File: config.mk
export PLATFORM = sky130hd
export DESIGN_NAME = reduce_arbiter
export DESIGN_NICKNAME = d
export VERILOG_FILES = /design/src/rtl/reduce_pkg.sv /design/src/rtl/reduce_arbiter_checker.sv /design/src/rtl/reduce_chunk.sv /design/src/rtl/reduce_arbiter.sv
export SDC_FILE = /design/constraint.sdc
export NUM_CORES = 1
export LEC_CHECK = 0
export BUFFER_PORTS_ARGS = -buffer_cell sky130_fd_sc_hd__buf_2
export CORE_MARGIN = 8
export CORE_UTILIZATION = 45
export DETAILED_ROUTE_END_ITERATION = 10
export PLACE_DENSITY = 0.75
export REMOVE_ABC_BUFFERS = 1
export SYNTH_ARGS = -nofsm -noshare
export SYNTH_HDL_FRONTEND = slang
export SYNTH_SLANG_ARGS = --single-unit
export TNS_END_PERCENT = 100
File: constraint.sdc
create_clock -name clk -period 8.5 [get_ports clk]
set_input_delay 1.275 -clock clk [delete_from_list [all_inputs] [get_ports clk]]
set_output_delay 1.275 -clock clk [all_outputs]
set_load 0.03 [all_outputs]
File: src/rtl/reduce_pkg.sv
// -----------------------------------------------------------------------------
// reduce_pkg
// Shared definitions for the shared bit-reduction arbiter:
//   - opcode encodings OP_AND..OP_XNOR (6 and 7 are illegal)
//   - reduction family encodings (AND / OR / XOR)
//   - FSM state enum
//   - helpers that map an opcode to its family, output inversion, legality
//     and accumulator seed value
// -----------------------------------------------------------------------------
package reduce_pkg;

    localparam logic [2:0] OP_AND  = 3'd0;
    localparam logic [2:0] OP_NAND = 3'd1;
    localparam logic [2:0] OP_OR   = 3'd2;
    localparam logic [2:0] OP_NOR  = 3'd3;
    localparam logic [2:0] OP_XOR  = 3'd4;
    localparam logic [2:0] OP_XNOR = 3'd5;

    localparam logic [1:0] FAM_AND = 2'd0;
    localparam logic [1:0] FAM_OR  = 2'd1;
    localparam logic [1:0] FAM_XOR = 2'd2;

    typedef enum logic [1:0] {
        IDLE = 2'd0,
        BUSY = 2'd1,
        DONE = 2'd2
    } state_t;

    // Illegal opcodes fall back to the AND family; their result is discarded.
    function automatic logic [1:0] op_family(input logic [2:0] op);
        logic [1:0] fam;
        case (op)
            OP_AND, OP_NAND: fam = FAM_AND;
            OP_OR,  OP_NOR:  fam = FAM_OR;
            OP_XOR, OP_XNOR: fam = FAM_XOR;
            default:         fam = FAM_AND;
        endcase
        return fam;
    endfunction

    function automatic logic op_invert(input logic [2:0] op);
        logic inv;
        case (op)
            OP_NAND, OP_NOR, OP_XNOR: inv = 1'b1;
            default:                  inv = 1'b0;
        endcase
        return inv;
    endfunction

    function automatic logic op_illegal(input logic [2:0] op);
        return (op > OP_XNOR);
    endfunction

    // AND-family accumulation starts from the identity 1, the others from 0.
    function automatic logic op_acc_seed(input logic [2:0] op);
        return (op_family(op) == FAM_AND);
    endfunction

endpackage

File: src/rtl/reduce_arbiter_checker.sv
// -----------------------------------------------------------------------------
// reduce_arbiter_checker
// Protocol properties of reduce_arbiter, observed from its ports.
// Ports: clk, rst and the arbiter outputs/rsp_ready (all inputs here).
// -----------------------------------------------------------------------------
module reduce_arbiter_checker #(
    parameter int N_REQ = 4,
    parameter int ID_W  = 2
) (
    input logic             clk,
    input logic             rst,
    input logic [N_REQ-1:0] req_ready,
    input logic             busy,
    input logic             rsp_valid,
    input logic             rsp_ready,
    input logic [ID_W-1:0]  rsp_id,
    input logic             rsp_bit,
    input logic             rsp_err
);

    a_grant_onehot: assert property (@(posedge clk) disable iff (rst)
        $onehot0(req_ready))
        else $error("reduce_arbiter: req_ready not one-hot-or-zero");

    a_grant_idle_only: assert property (@(posedge clk) disable iff (rst)
        busy |-> (req_ready == '0))
        else $error("reduce_arbiter: grant offered while busy");

    a_rsp_stable: assert property (@(posedge clk) disable iff (rst)
        (rsp_valid && !rsp_ready) |=>
            (rsp_valid && $stable(rsp_bit) && $stable(rsp_id) && $stable(rsp_err)))
        else $error("reduce_arbiter: response changed under backpressure");

    a_err_zero_bit: assert property (@(posedge clk) disable iff (rst)
        rsp_err |-> !rsp_bit)
        else $error("reduce_arbiter: rsp_bit set together with rsp_err");

endmodule

File: src/rtl/reduce_chunk.sv
// -----------------------------------------------------------------------------
// reduce_chunk
// Purely combinational reduction of one operand chunk.
// Ports:
//   slice  in  CHUNK  operand bits for the current chunk
//   family in  2      FAM_AND / FAM_OR / FAM_XOR
//   red    out 1      &slice, |slice or ^slice
// -----------------------------------------------------------------------------
module reduce_chunk
    import reduce_pkg::*;
#(
    parameter int CHUNK = 8
) (
    input  logic [CHUNK-1:0] slice,
    input  logic [1:0]       family,
    output logic             red
);

    // Reduce the chunk with the operator of the selected family
    always_comb begin
        red = 1'b0;
        case (family)
            FAM_AND: red = &slice;
            FAM_OR:  red = |slice;
            FAM_XOR: red = ^slice;
            default: red = 1'b0;
        endcase
    end

endmodule

File: src/rtl/reduce_arbiter.sv
// -----------------------------------------------------------------------------
// reduce_arbiter
// Shares one chunked bit-reduction unit among N_REQ requesters. A round-robin
// arbiter grants one request while idle; the latched operand is reduced CHUNK
// bits per cycle (LSB chunk first) and a single 1-bit result is returned on a
// valid/ready response port.
// Ports:
//   clk, rst    clock, synchronous active-high reset
//   req_valid   per-requester request valid
//   req_op      per-requester opcode, slice i = [3*i+:3]
//   req_data    per-requester operand, slice i = [W*i+:W]
//   req_ready   one-hot grant, only while idle
//   rsp_valid   result valid, held until rsp_ready
//   rsp_ready   consumer accepts the result
//   rsp_id      requester that owns the result
//   rsp_bit     reduction result
//   rsp_err     opcode was illegal
//   busy        an operation is in progress (not idle)
// -----------------------------------------------------------------------------
module reduce_arbiter
    import reduce_pkg::*;
#(
    parameter int N_REQ = 4,
    parameter int W     = 32,
    parameter int CHUNK = 8
) (
    input  logic                     clk,
    input  logic                     rst,
    input  logic [N_REQ-1:0]         req_valid,
    input  logic [3*N_REQ-1:0]       req_op,
    input  logic [W*N_REQ-1:0]       req_data,
    output logic [N_REQ-1:0]         req_ready,
    output logic                     rsp_valid,
    input  logic                     rsp_ready,
    output logic [$clog2(N_REQ)-1:0] rsp_id,
    output logic                     rsp_bit,
    output logic                     rsp_err,
    output logic                     busy
);

    localparam int NCHUNK = W / CHUNK;
    localparam int ID_W   = $clog2(N_REQ);
    localparam int CNT_W  = (NCHUNK > 1) ? $clog2(NCHUNK) : 1;
    localparam logic [CNT_W-1:0] CNT_LAST = CNT_W'(NCHUNK - 1);
    localparam logic [ID_W:0]    N_REQ_EXT = (ID_W + 1)'(N_REQ);

    state_t           state_r;
    state_t           state_nxt_s;
    logic [ID_W-1:0]  rr_ptr_r;
    logic [CNT_W-1:0] cnt_r;
    logic             acc_r;
    logic [2:0]       op_r;
    logic [W-1:0]     data_r;
    logic [ID_W-1:0]  id_r;
    logic             rsp_valid_r;
    logic             rsp_bit_r;
    logic [ID_W-1:0]  rsp_id_r;
    logic             rsp_err_r;

    logic [N_REQ-1:0] grant_s;
    logic [ID_W-1:0]  grant_id_s;
    logic             grant_any_s;
    logic             accept_s;
    logic [2:0]       grant_op_s;
    logic [W-1:0]     grant_data_s;
    logic [ID_W-1:0]  rr_ptr_nxt_s;
    logic [ID_W:0]    cand_sum_s;
    logic [ID_W-1:0]  cand_idx_s;
    logic [CHUNK-1:0] chunk_s;
    logic [1:0]       family_s;
    logic             red_s;
    logic             acc_step_s;
    logic             last_chunk_s;

    // Round-robin search: first valid requester at or after rr_ptr, with wrap
    always_comb begin
        grant_s     = '0;
        grant_id_s  = '0;
        grant_any_s = 1'b0;
        cand_sum_s  = '0;
        cand_idx_s  = '0;
        for (int off = 0; off < N_REQ; off++) begin
            cand_sum_s = {1'b0, rr_ptr_r} + (ID_W + 1)'(off);
            cand_sum_s = (cand_sum_s >= N_REQ_EXT) ? (cand_sum_s - N_REQ_EXT) : cand_sum_s;
            cand_idx_s = cand_sum_s[ID_W-1:0];
            if (!grant_any_s && req_valid[cand_idx_s]) begin
                grant_any_s         = 1'b1;
                grant_id_s          = cand_idx_s;
                grant_s[cand_idx_s] = 1'b1;
            end else begin
                grant_any_s = grant_any_s;
            end
        end
    end

    // Operand/opcode of the current winner and the pointer value after it
    always_comb begin
        grant_op_s   = req_op[3*grant_id_s +: 3];
        grant_data_s = req_data[W*grant_id_s +: W];
        if (grant_id_s == ID_W'(N_REQ - 1)) begin
            rr_ptr_nxt_s = '0;
        end else begin
            rr_ptr_nxt_s = grant_id_s + ID_W'(1);
        end
    end

    // FSM next state; the grant is exposed only while idle
    always_comb begin
        state_nxt_s = state_r;
        req_ready   = '0;
        accept_s    = 1'b0;
        case (state_r)
            IDLE: begin
                req_ready   = grant_s;
                accept_s    = grant_any_s;
                state_nxt_s = grant_any_s ? BUSY : IDLE;
            end
            BUSY: begin
                state_nxt_s = last_chunk_s ? DONE : BUSY;
            end
            DONE: begin
                state_nxt_s = rsp_ready ? IDLE : DONE;
            end
            default: begin
                state_nxt_s = IDLE;
            end
        endcase
    end

    // FSM state register
    always_ff @(posedge clk) begin
        if (rst) begin
            state_r <= IDLE;
        end else begin
            state_r <= state_nxt_s;
        end
    end

    // Select the chunk addressed by the counter and fold it into the accumulator
    always_comb begin
        chunk_s      = data_r[int'(cnt_r)*CHUNK +: CHUNK];
        family_s     = op_family(op_r);
        last_chunk_s = (cnt_r == CNT_LAST);
        case (family_s)
            FAM_AND: acc_step_s = acc_r & red_s;
            FAM_OR:  acc_step_s = acc_r | red_s;
            FAM_XOR: acc_step_s = acc_r ^ red_s;
            default: acc_step_s = acc_r;
        endcase
    end

    reduce_chunk #(
        .CHUNK (CHUNK)
    ) u_chunk (
        .slice  (chunk_s),
        .family (family_s),
        .red    (red_s)
    );

    // Operand latch, chunk counter, accumulator and response registers
    always_ff @(posedge clk) begin
        if (rst) begin
            rr_ptr_r    <= '0;
            cnt_r       <= '0;
            acc_r       <= 1'b0;
            op_r        <= 3'd0;
            data_r      <= '0;
            id_r        <= '0;
            rsp_valid_r <= 1'b0;
            rsp_bit_r   <= 1'b0;
            rsp_id_r    <= '0;
            rsp_err_r   <= 1'b0;
        end else begin
            case (state_r)
                IDLE: begin
                    if (accept_s) begin
                        op_r     <= grant_op_s;
                        data_r   <= grant_data_s;
                        id_r     <= grant_id_s;
                        rr_ptr_r <= rr_ptr_nxt_s;
                        cnt_r    <= '0;
                        acc_r    <= op_acc_seed(grant_op_s);
                    end else begin
                        acc_r <= acc_r;
                    end
                end
                BUSY: begin
                    acc_r <= acc_step_s;
                    cnt_r <= cnt_r + CNT_W'(1);
                    if (last_chunk_s) begin
                        // The final chunk is folded in here, so use the stepped value.
                        rsp_valid_r <= 1'b1;
                        rsp_id_r    <= id_r;
                        rsp_err_r   <= op_illegal(op_r);
                        rsp_bit_r   <= op_illegal(op_r) ? 1'b0 : (acc_step_s ^ op_invert(op_r));
                    end else begin
                        rsp_valid_r <= rsp_valid_r;
                    end
                end
                DONE: begin
                    if (rsp_ready) begin
                        // rsp_bit and rsp_id deliberately keep their last value.
                        rsp_valid_r <= 1'b0;
                        rsp_err_r   <= 1'b0;
                    end else begin
                        rsp_valid_r <= rsp_valid_r;
                    end
                end
                default: begin
                    rsp_valid_r <= 1'b0;
                end
            endcase
        end
    end

    // Drive response ports straight from their registers
    always_comb begin
        rsp_valid = rsp_valid_r;
        rsp_bit   = rsp_bit_r;
        rsp_id    = rsp_id_r;
        rsp_err   = rsp_err_r;
        busy      = (state_r != IDLE);
    end

    reduce_arbiter_checker #(
        .N_REQ (N_REQ),
        .ID_W  (ID_W)
    ) u_checker (
        .clk       (clk),
        .rst       (rst),
        .req_ready (req_ready),
        .busy      (busy),
        .rsp_valid (rsp_valid),
        .rsp_ready (rsp_ready),
        .rsp_id    (rsp_id),
        .rsp_bit   (rsp_bit),
        .rsp_err   (rsp_err)
    );

endmodule

==> results of run 1 <==
[worst min-delay path by stage]
stage | from | depth (start not counted) | slack (ns) | endpoint
floorplan | data_r[14] | 2 | 0.43 | data_r[14]
global placement | data_r[11] | 2 | 0.44 | data_r[11]
detailed placement | data_r[14] | 2 | 0.44 | data_r[14]
CTS | rsp_valid | 2 | 0.47 | rsp_valid
global route | data_r[15] | 2 | 0.48 | data_r[15]
finish | rsp_valid | 2 | 0.46 | rsp_valid
[metrics by stage]
stage,total power [mW],hold WS (ns)
after floorplan,1.32,0.427
after global placement,1.50,0.443
after detailed placement,1.54,0.443
after CTS,1.68,0.468
after global routing,1.80,0.484
final,1.66,0.461
[kinds of logic (layout without fill, tap and decap cells)]
kind of cell,Yosys count,in the layout
adder cells (fa/ha/maj),19,19
AND/OR/NAND/NOR,107,107
AO/OA/AOI/OAI,85,85
XOR/XNOR,6,6
multiplexers,87,87
flip-flops,49,49
buffers and inverters,44,180
[sequential cells by signal (all words and copies together) (netlist names), named ones only]
register,cells
acc_r,1
cnt_r,2
data_r,32
id_r,2
op_r,3
rr_ptr_r,1
rsp_bit,1
rsp_err,1
rsp_id,2
rsp_valid,1
state_r,2
[cell type report]
cell class	count	area, um^2
Sequential cell	49	981
Timing Repair Buffer	158	796
Fill cell	756	3850
Clock inverter	2	13.8
Inverter	14	52.6
Clock buffer	6	72.6
Multi-Input combinational cell	304	2650
Tap cell	108	135
[synth_stat cells (all sizes together) (6+ instances only)]
library cell   n
mux2i         75
nand2         52
dfxtp         49
o221ai        35
nor2          26
buf           22
ha            19
a21oi         18
inv           14
mux4          11
clkbuf         8
a22oi          6
nor3           6
o21ai          6
[routing by layer]
metal  GRT usage [%]  routed length, um  vias to the layer above
met1            20.4               4320                     1604
li1                -                  -                     1755
met2            29.1               5040                      121
met3            4.96                686                       12
met5               0                  0                        -
met4            4.53                113                        0
[power groups by stage]
stage | Combinational (mW) | Clock, mW | Sequential, mW
after floorplan | 0.935 | 0 | 0.388
after global routing | 1.23 | 0.150 | 0.422
final | 1.12 | 0.135 | 0.407
after global placement | 1.10 | 0 | 0.406
after detailed placement | 1.13 | 0 | 0.412
after CTS | 1.13 | 0.141 | 0.407
[cells in the final DEF, fill, tap and decap left out, types with 4 or more instances in the layout]
master    Yosys  routed
a21oi_1      18      18
a221oi_1      4       4
a22oi_1       6       6
buf_2         7     156
clkbuf_8      0       5
dfxtp_1      49      49
ha_1         19      19
inv_1        14      14
mux2i_1      75      75
mux4_2       11      11
nand2_1      49      49
nor2_1       23      23
o21ai_0       5       5
o221ai_1      7       7
o221ai_2     28      28
xor2_1        4       4
[tightest hold or removal path, stage by stage, from the launching register on]
cell and delay, ns:
dfxtp_1 0.32, nand2_1 0.05, a21oi_1 0.05
==> metrics.md, run 1 <==
| Metric | Value |
|---|---|
| Area after DPL | 4620 um^2 |
| Slew Limit Fails | 0 |
| Terminus of the critical flop-to-flop path | data_r[10] |
| DRC viols | 0 |
| Min cycle time layout | 4.60 ns |
| Kind of cell adding the most delay to the critical path | compound AO/OA/AOI/OAI gates |
| Nature of the critical path startpoint | flip-flop |
| Routed len/inst | 15.9 um |
| Die Height | 109 um |
| Worst path cell trace | inv_1 -> ha_1 -> nor2b_1 -> a21oi_1 -> o41ai_1 -> a221oi_1 -> nor2_1 -> buf_2 |
| Mapped cell area | 3910 um^2 |
| Port Buffer Count | 156 |
| Leading post-synthesis cells by cell area | dfxtp_1 25%, mux2i_1 19%, o221ai_2 11% |
| Io pins | 157 |
| WP buf/inv | 2 |
| Mapped Avg Cell Area | 9.84 um^2 |
| Post-Synth Adder-Cell Area | 6.08% |
| Mux contribution to synthesized area | 25.8% |
| Routability congestion estimate | 0.788 |
| CP peak stage delay | 0.73 ns |
| Vias per cell | 5.45 |
| CTS clock-pin slew for the worst setup and hold paths | 0.09 ns |
| Final ANT Viol Nets | 0 |
| Achievable Freq | 0.218 GHz |
| Net count reported at finish | 698 |
| Starting Density | 45.7% |
| DIE WIDTH | 109 um |
| Initial antenna violation count | 0 |
| Cell total after placement | 633 |
| Core region area | 8550 um^2 |
| Top_reg_cell synth | dfxtp_1 |
| Outcome | completed |
| Dpl hpwl | 8100 um |
| CTS Buffer Depth | 2 |
| Setup TNS Final | 0 ns |
| Max Clock Skew | 0.00877 ns |
| Post-Synth Simple-Gate Area | 13.8% |
| CP Capture Point | req_ready[2] |
| Mapped Cells | 397 |
| Proportion of synthesized chip area in sequential cells | 25.1% |
| Fin crit share | 54.1% |
| Internal power | 0.909 mW |
| Non-Filler Instances | 641 |
| Synth-to-Final Area Change | 20.3% |
| Drt pass-1 iters | 4 |
| Total gr overflow | 0 |
| Synth Warn # | 0 |
| Yosys top cell area share | 25.1% |
| Global-route usage over all layers | 17.0% |
| Postcts setup bufs | 0 |
| Arrival time worst endpoint | 3.32 ns |
| N_diodes | 0 |
| Critical Path Slowest Stage Cell | dfxtp_1 |
| DIE AREA | 11900 um^2 |
| Endpoints failing setup | 0 |
| Cells on worst reg2reg path | 9 |
| Post-synthesis sequential element count | 49 |
| Post-synth cell types | 53 |
| Via count | 3492 |
| Largest net degree at the start of global routing | 47 |
| RSZ-0062 raised after global routing | false |
| Inserted Clock Buffers | 5 |
| Crit path capture type | output pin |
| HP Class | flip-flop to flip-flop |
| WP data required | 7.22 ns |
| Max-cap violations | 0 |
| Worst Path Class, Setup | flip-flop to output pin |
| Number of global-route vias before repair | 3741 |
| Post_cts resized | 0 |
| Final wirelength | 10200 um |
| CP max FO | 16 |
| Clock group share of total power | 8.1% |
| Sequential power share | 24.5% |
| CTS tree | yes |
| Combinational share of power | 67.4% |
| Worst slew pin tran | 0.968 ns |
| Layout cell share with drive strength beyond 1 | 41.3% |
| Critical Path Stages | 8 |
| FF-to-FF setup slack | 4.40 ns |
| Final hold violations | 0 |
| Root buffer cell | clkbuf_8 |
| Sink Count | 49 |
| Pre-CTS setup slack | 4.24 ns |
| Final WS setup | 3.90 ns |
| Synth area leader | dfxtp_1 |
| Global-route wire length before repair | 16700 um |
| Cell Rows | 34 |
| Pleak | 2.11 nW |
| Cell area after layout | 4700 um^2 |
| Clk_lat worst skew | 0.30 ns |
| NetSw | 0.754 mW |
| CTS Hold Bufs | 0 |
| Synth Area in Compound Gates | 20.8% |
| Main combinational cell family by area after synthesis | multiplexers |
| Ys async rst share | 0% |
| H-tree lvl count | 2 |
| Post-Synth XOR/XNOR Area | 1.34% |
| Detailed Route Iter0 Violations | 98 |
| Fin util | 55.0% |
| Pwr dens | 354 nW/um^2 |
| Switching share of total power | 45.3% |
| IR drop worst, VDD | 212 uV |
| Max-slew headroom | 35.2% |
| EDFF count, synth | 0 |
Power figures use the tool's default switching activity.
==> run 2, diff against run 1 <==
- clock period: 8.5 -> 4.6 ns (I/O delays scaled with it)
==> run 2 against run 1 <==
Effect of this change: global-route usage up 0.61 points; cell count up 0.62%; total power up 90%; clock power up 96%; via count up 0.66%.
==> metrics.md, run 2 (same netlist as run 1, synthesis figures left out) <==
| Metric | Value |
|---|---|
| Outcome | completed |
| Io pins | 157 (unchanged) |
| RSZ-0062 raised after global routing | false |
| Pleak | 2.13 nW (+1.3%) |
| HP Class | flip-flop to flip-flop |
| Drt pass-1 iters | 7 (+3) |
| WP buf/inv | 2 (unchanged) |
| Die Height | 109 um (unchanged) |
| Vias per cell | 5.45 (about the same) |
| Pwr dens | 663 nW/um^2 (+88%) |
| Inserted Clock Buffers | 5 (unchanged) |
| CTS tree | yes |
| Nature of the critical path startpoint | flip-flop |
| Cell Rows | 34 (unchanged) |
| Starting Density | 45.7% (unchanged) |
| Dpl hpwl | 8530 um (+5.4%) |
| Pre-CTS setup slack | 0.861 ns (-3.38 ns) |
| Max FFs per register | 32 (unchanged) |
| Max Clock Skew | 0.00552 ns (-0.00325 ns) |
| Total gr overflow | 0 (unchanged) |
| CTS Hold Bufs | 0 (unchanged) |
| Slew Limit Fails | 0 (unchanged) |
| CTS clock-pin slew for the worst setup and hold paths | 0.09 ns (about the same) |
| Non-Filler Instances | 645 (+0.62%) |
| Post_cts resized | 0 (unchanged) |
| Number of global-route vias before repair | 3769 (+0.75%) |
| Achievable Freq | 0.248 GHz |
| Clk_lat worst skew | 0.30 ns (about the same) |
| Critical Path Slowest Stage Cell | dfxtp_1 |
| DIE AREA | 11900 um^2 (unchanged) |
| Max-cap violations | 0 (unchanged) |
| Endpoints failing setup | 0 (unchanged) |
| Top flop regs | data_r (32), op_r (3) |
| Worst Path Class, Setup | flip-flop to output pin |
| Fin crit share | 87.6% |
| Global-route wire length before repair | 17200 um (+2.6%) |
| Cell total after placement | 637 (+0.63%) |
| Final wirelength | 10600 um (+4.3%) |
| Final hold violations | 0 (unchanged) |
| Final ANT Viol Nets | 0 (unchanged) |
| Crit path capture type | output pin |
| Arrival time worst endpoint | 3.34 ns (+0.02 ns) |
| WP data required | 3.91 ns (-3.31 ns) |
| Global-route usage over all layers | 17.6% (+0.61 points) |
| N_diodes | 0 (unchanged) |
| Final WS setup | 0.571 ns (-3.33 ns) |
| Total chip power | 3.15 mW (+90%) |
| Max-slew headroom | 50.0% (+15 points) |
| Largest net degree at the start of global routing | 37 (-21%) |
| Initial antenna violation count | 0 (unchanged) |
| Layout cell share with drive strength beyond 1 | 41.9% (+0.62 points) |
| Most frequent cells in the layout | 156 x buf_2, 75 x mux2i_1, 49 x nand2_1, 49 x dfxtp_1, 28 x o221ai_2 |
| CTS Buffer Depth | 2 (unchanged) |
| Port Buffer Count | 156 (unchanged) |
| Worst slew pin tran | 0.741 ns (-0.227 ns) |
| H-tree lvl count | 2 (unchanged) |
| Commonest non-fill, non-tap cell in the layout | buf_2 |
| CP peak stage delay | 0.74 ns (about the same) |
| Sink Count | 49 (unchanged) |
| Setup TNS Final | 0 ns (unchanged) |
| CP max FO | 16 (unchanged) |
| Core region area | 8550 um^2 (unchanged) |
| Root buffer cell | clkbuf_8 |
| Kind of cell adding the most delay to the critical path | compound AO/OA/AOI/OAI gates |
| Routability congestion estimate | 0.812 (+3.1%) |
| Synth-to-Final Area Change | 21.7% |
| Routed len/inst | 16.4 um (+3.6%) |
| Min cycle time layout | 4.03 ns |
| DIE WIDTH | 109 um (unchanged) |
| Net count reported at finish | 702 (+0.57%) |
| DRC viols | 0 (unchanged) |
| Postcts setup bufs | 0 (unchanged) |
| Top reg by flops | data_r |
| Detailed Route Iter0 Violations | 109 (+11%) |
| Via count | 3515 (+0.66%) |
| Worst path cell trace | inv_1 -> ha_1 -> nor2b_1 -> a21oi_1 -> o41ai_1 -> a221oi_1 -> nor2_1 -> buf_2 |
| IR drop worst, VDD | 288 uV (+36%) |
-- run 2: cell count changes in the layout (fill, tap and decap cells not counted) --
cell	delta
clkinv_4	+1
buf_12	+1
inv_6	-1
clkbuf_1	-1
buf_4	+3
clkbuf_8	+1
-- run 2: power breakdown --
part | internal, mW | switching (mW) | total (mW)
logic | 1.01 | 1.13 | 2.14
registers | 0.608 | 0.145 | 0.753
clock network | 0.122 | 0.143 | 0.265
-- run 2: worst paths after layout --
| path | from | end | slack [ns] | cells past startpoint |
|---|---|---|---|---|
| worst max register to register | flip-flop | data_r[5] | 0.86 | 9 |
| worst min-delay path | rsp_id[0] | rsp_id[0] | 0.45 | 2 |
| worst max-delay path | flip-flop | req_ready[0] | 0.57 | 8 |
| worst min register to register | rsp_id[0] | rsp_id[0] | 0.45 | 2 |
-- run 2: per-stage QoR --
stage          utilization [%]  hold WS (ns)  instance area (um^2)
2_1_floorplan                -         0.427                  3680
3_3_place_gp              54.5         0.442                  4660
3_5_place_dp              54.5         0.445                  4660
4_1_cts                   55.6         0.458                  4750
5_1_grt                   55.6         0.471                  4750
6_report                  55.6         0.454                  4750
-- run 2: final cells by class --
cell class	instances	area [um^2]
sequential	49	981
clock buffer	6	82.6
timing repair buffer	162	838
fill	769	3800
multi-input combinational	304	2650
tap	108	135
clock inverter	2	13.8
inverter	14	52.6
-- run 2: per-layer routing --
layer,global-route usage [%],vias to the layer above,part of all wire (%)
li1,-,1765,-
met1,20.2,1606,40
met2,31.2,128,52
met3,4.43,16,6.1
met4,5.88,0,1.6
met5,0,-,0
-- run 2: tightest hold or removal path, delay by kind of cell (launching register included) --
family	cells	cell delay, ns
compound gates	1	0.05
flops	1	0.31
simple gates	1	0.05
==> run 3, diff against run 2 <==
- CORE_ASPECT_RATIO: not set -> 1.1
==> run 3 against run 2 <==
Effect of this change: cell area is 0.42% lower; total power is 0.91% lower; sequential power hardly changed; combinational power hardly changed; core utilization is 0.71 points higher; wire length is 4.5% lower; register-to-register slack worse by 0.03 ns; clock power hardly changed; hold slack better by 0.0039 ns; setup slack worse by 0.024 ns; critical endpoint unchanged; largest cell class unchanged.
==> metrics.md, run 3 (same netlist as run 1, synthesis figures left out) <==
| Metric | Value |
|---|---|
| Outcome | completed |
| Fill cells | 780 (+1.4%) |
| Cell Rows | 35 (+2.9%) |
| Min cycle time layout | 4.05 ns (+0.0237 ns) |
| Final ANT Viol Nets | 0 (unchanged) |
| WP buf/inv | 2 (unchanged) |
| Sequential power share | 24.1% (+0.2 points) |
| Internal power | 1.70 mW (-2.1%) |
| WP data required | 3.91 ns (about the same) |
| WHS Endpoint | rsp_valid |
| Switching share of total power | 45.5% (+0.65 points) |
| Detailed Route Iter0 Violations | 170 (+56%) |
| N_diodes | 0 (unchanged) |
| Drt pass-1 iters | 4 (-3) |
| Number of global-route vias before repair | 3826 (+1.5%) |
| Net count reported at finish | 699 (-0.43%) |
| H-tree lvl count | 2 (unchanged) |
| Io pins | 157 (unchanged) |
| Worst Path Class, Setup | flip-flop to output pin |
| Total gr overflow | 0 (unchanged) |
| Port Buffer Count | 156 (unchanged) |
| Dpl hpwl | 7990 um (-6.4%) |
| CP max FO | 16 (unchanged) |
| Total chip power | 3.13 mW (-0.91%) |
| Post_cts resized | 0 (unchanged) |
| Most frequent cells in the layout | 156 x buf_2, 75 x mux2i_1, 49 x nand2_1, 49 x dfxtp_1, 28 x o221ai_2 |
| Global-route usage over all layers | 16.5% (-1.1 points) |
| Cells on worst reg2reg path | 9 (unchanged) |
| Worst slew pin tran | 0.739 ns (-0.00169 ns) |
| Via count | 3539 (+0.68%) |
| Combinational share of power | 67.4% (-0.3 points) |
| CTS clock-pin slew for the worst setup and hold paths | 0.10 ns (about the same) |
| Critical Path Slowest Stage Cell | dfxtp_1 |
| Pwr dens | 660 nW/um^2 (-0.49%) |
| Starting Density | 46.5% (+0.78 points) |
| Critical Path Stages | 8 (unchanged) |
| DIE AREA | 11900 um^2 (about the same) |
| Hold path startpoint | rsp_valid |
| DRC viols | 0 (unchanged) |
| Core region area | 8410 um^2 (-1.7%) |
| Max FFs per register | 32 (unchanged) |
| NetSw | 1.42 mW (+0.52%) |
| CTS Buffer Depth | 2 (unchanged) |
| Fin crit share | 88.1% (+0.51 points) |
| Max-cap violations | 0 (unchanged) |
| Global-route wire length before repair | 16800 um (-2.2%) |
| Endpoints failing setup | 0 (unchanged) |
| Footprint of the multi-input gates | 2650 um^2 (unchanged) |
| Top reg by flops | data_r |
| Achievable Freq | 0.247 GHz (-0.58%) |
| Top flop regs | data_r (32), op_r (3) |
| Hold depth | 2 (unchanged) |
| Clock group share of total power | 8.5% (about the same) |
| Vias per cell | 5.49 (+0.68%) |
| Crit path capture type | output pin |
| RSZ-0062 raised after global routing | false |
| Final wirelength | 10100 um (-4.5%) |
| Setup TNS Final | 0 ns (unchanged) |
| Die Height | 114 um (+4.2%) |
| Commonest non-fill, non-tap cell in the layout | buf_2 |
| FF-to-FF setup slack | 0.83 ns (-0.03 ns) |
| HP Class | flip-flop to flip-flop |
| Kind of cell adding the most delay to the critical path | compound AO/OA/AOI/OAI gates |
| CTS tree | yes |
| Sink Count | 49 (unchanged) |
| Clk_lat worst skew | 0.31 ns (about the same) |
| Arrival time worst endpoint | 3.36 ns (+0.02 ns) |
| DIE WIDTH | 105 um (-4.0%) |
| Root buffer cell | clkbuf_8 |
| Postcts setup bufs | 0 (unchanged) |
| Slew Limit Fails | 0 (unchanged) |
| Synth-to-Final Area Change | 21.2% |
| Nature of the critical path startpoint | flip-flop |
| Largest net degree at the start of global routing | 45 (+22%) |
| Max-slew headroom | 50.1% (+0.11 points) |
| Final hold violations | 0 (unchanged) |
| Layout cell share with drive strength beyond 1 | 41.6% (-0.33 points) |
| Worst path cell trace | inv_1 -> ha_1 -> nor2b_1 -> a21oi_1 -> o41ai_1 -> a221oi_1 -> nor2_1 -> buf_2 |
| Pleak | 2.11 nW (-1.1%) |
| Routed len/inst | 15.7 um (-4.5%) |
| Terminus of the critical flop-to-flop path | op_r[2] |
| Routability congestion estimate | 0.786 (-3.3%) |
| CTS Hold Bufs | 0 (unchanged) |
| Max Clock Skew | 0.0137 ns (+0.00823 ns) |
| Initial antenna violation count | 0 (unchanged) |
| IR drop worst, VDD | 382 uV (+33%) |
| Inserted Clock Buffers | 5 (unchanged) |
| Reg area | 981 um^2 (unchanged) |
| CP peak stage delay | 0.74 ns (about the same) |
-- run 3: cell types whose count changed in the layout (fill, tap and decap cells not counted), sizes merged --
cell,delta
buf,-3
clkinvlp,+2
clkbuf,-1
clkinv,-2
inv,+1
-- run 3: power groups by stage --
stage          combinational [mW]  clock (mW)  sequential (mW)
2_1_floorplan                1.73           0            0.716
5_1_grt                      2.30       0.288            0.782
3_5_place_dp                 2.12           0            0.761
4_1_cts                      2.12       0.270            0.754
6_report                     2.11       0.265            0.754
3_3_place_gp                 2.06           0            0.750
-- run 3: area by class of cell --
type | count | area share (%)
inverters | 14 | 1.11
multi-input cells | 304 | 56.0
flip-flops and latches | 49 | 20.7
clock buffers | 5 | 1.45
repair buffers | 159 | 17.2
well taps | 111 | 2.93
clock inverters | 3 | 0.555
-- run 3: metrics by stage --
stage / setup slack [ns] / hold WS (ns) / area, um^2 / instances / util [%]
final: 0.548 / 0.458 / 4730 / 645 / 56.3
after detailed placement: 0.850 / 0.441 / 4640 / 637 / 55.2
after global routing: 0.196 / 0.492 / 4730 / 645 / 56.3
after floorplan: 1.19 / 0.427 / 3680 / 367 / -
after global placement: 1.02 / 0.440 / 4640 / 637 / 55.2
after CTS: 0.541 / 0.466 / 4730 / 645 / 56.3
-- run 3: per-layer routing --
metal  vias to the layer above  GRT usage, %  wire length, um
met5                         -             0                0
met4                         0          5.05              152
met3                        12          3.95              468
met2                       120          31.0             5240
met1                      1647          17.7             4250
li1                       1760             -                -
-- run 3: worst reg2reg max path, cell delays in order (launching register included) --
cell      delay [ns]
dfxtp_1         0.74
inv_1           0.31
ha_1            0.60
mux4_2          0.51
nor2_4          0.14
o21ai_2         0.12
nand2_4         0.39
buf_12          0.35
mux2i_1         0.35
o221ai_2        0.13
-- run 3: worst max-delay path by stage --
stage          slack (ns)      start           end
2_1_floorplan        1.19  flip-flop  req_ready[0]
3_3_place_gp         1.02  flip-flop    data_r[16]
3_5_place_dp         0.85  flip-flop    data_r[15]
4_1_cts              0.54  flip-flop  req_ready[0]
5_1_grt              0.20  flip-flop  req_ready[0]
6_report             0.55  flip-flop  req_ready[0]
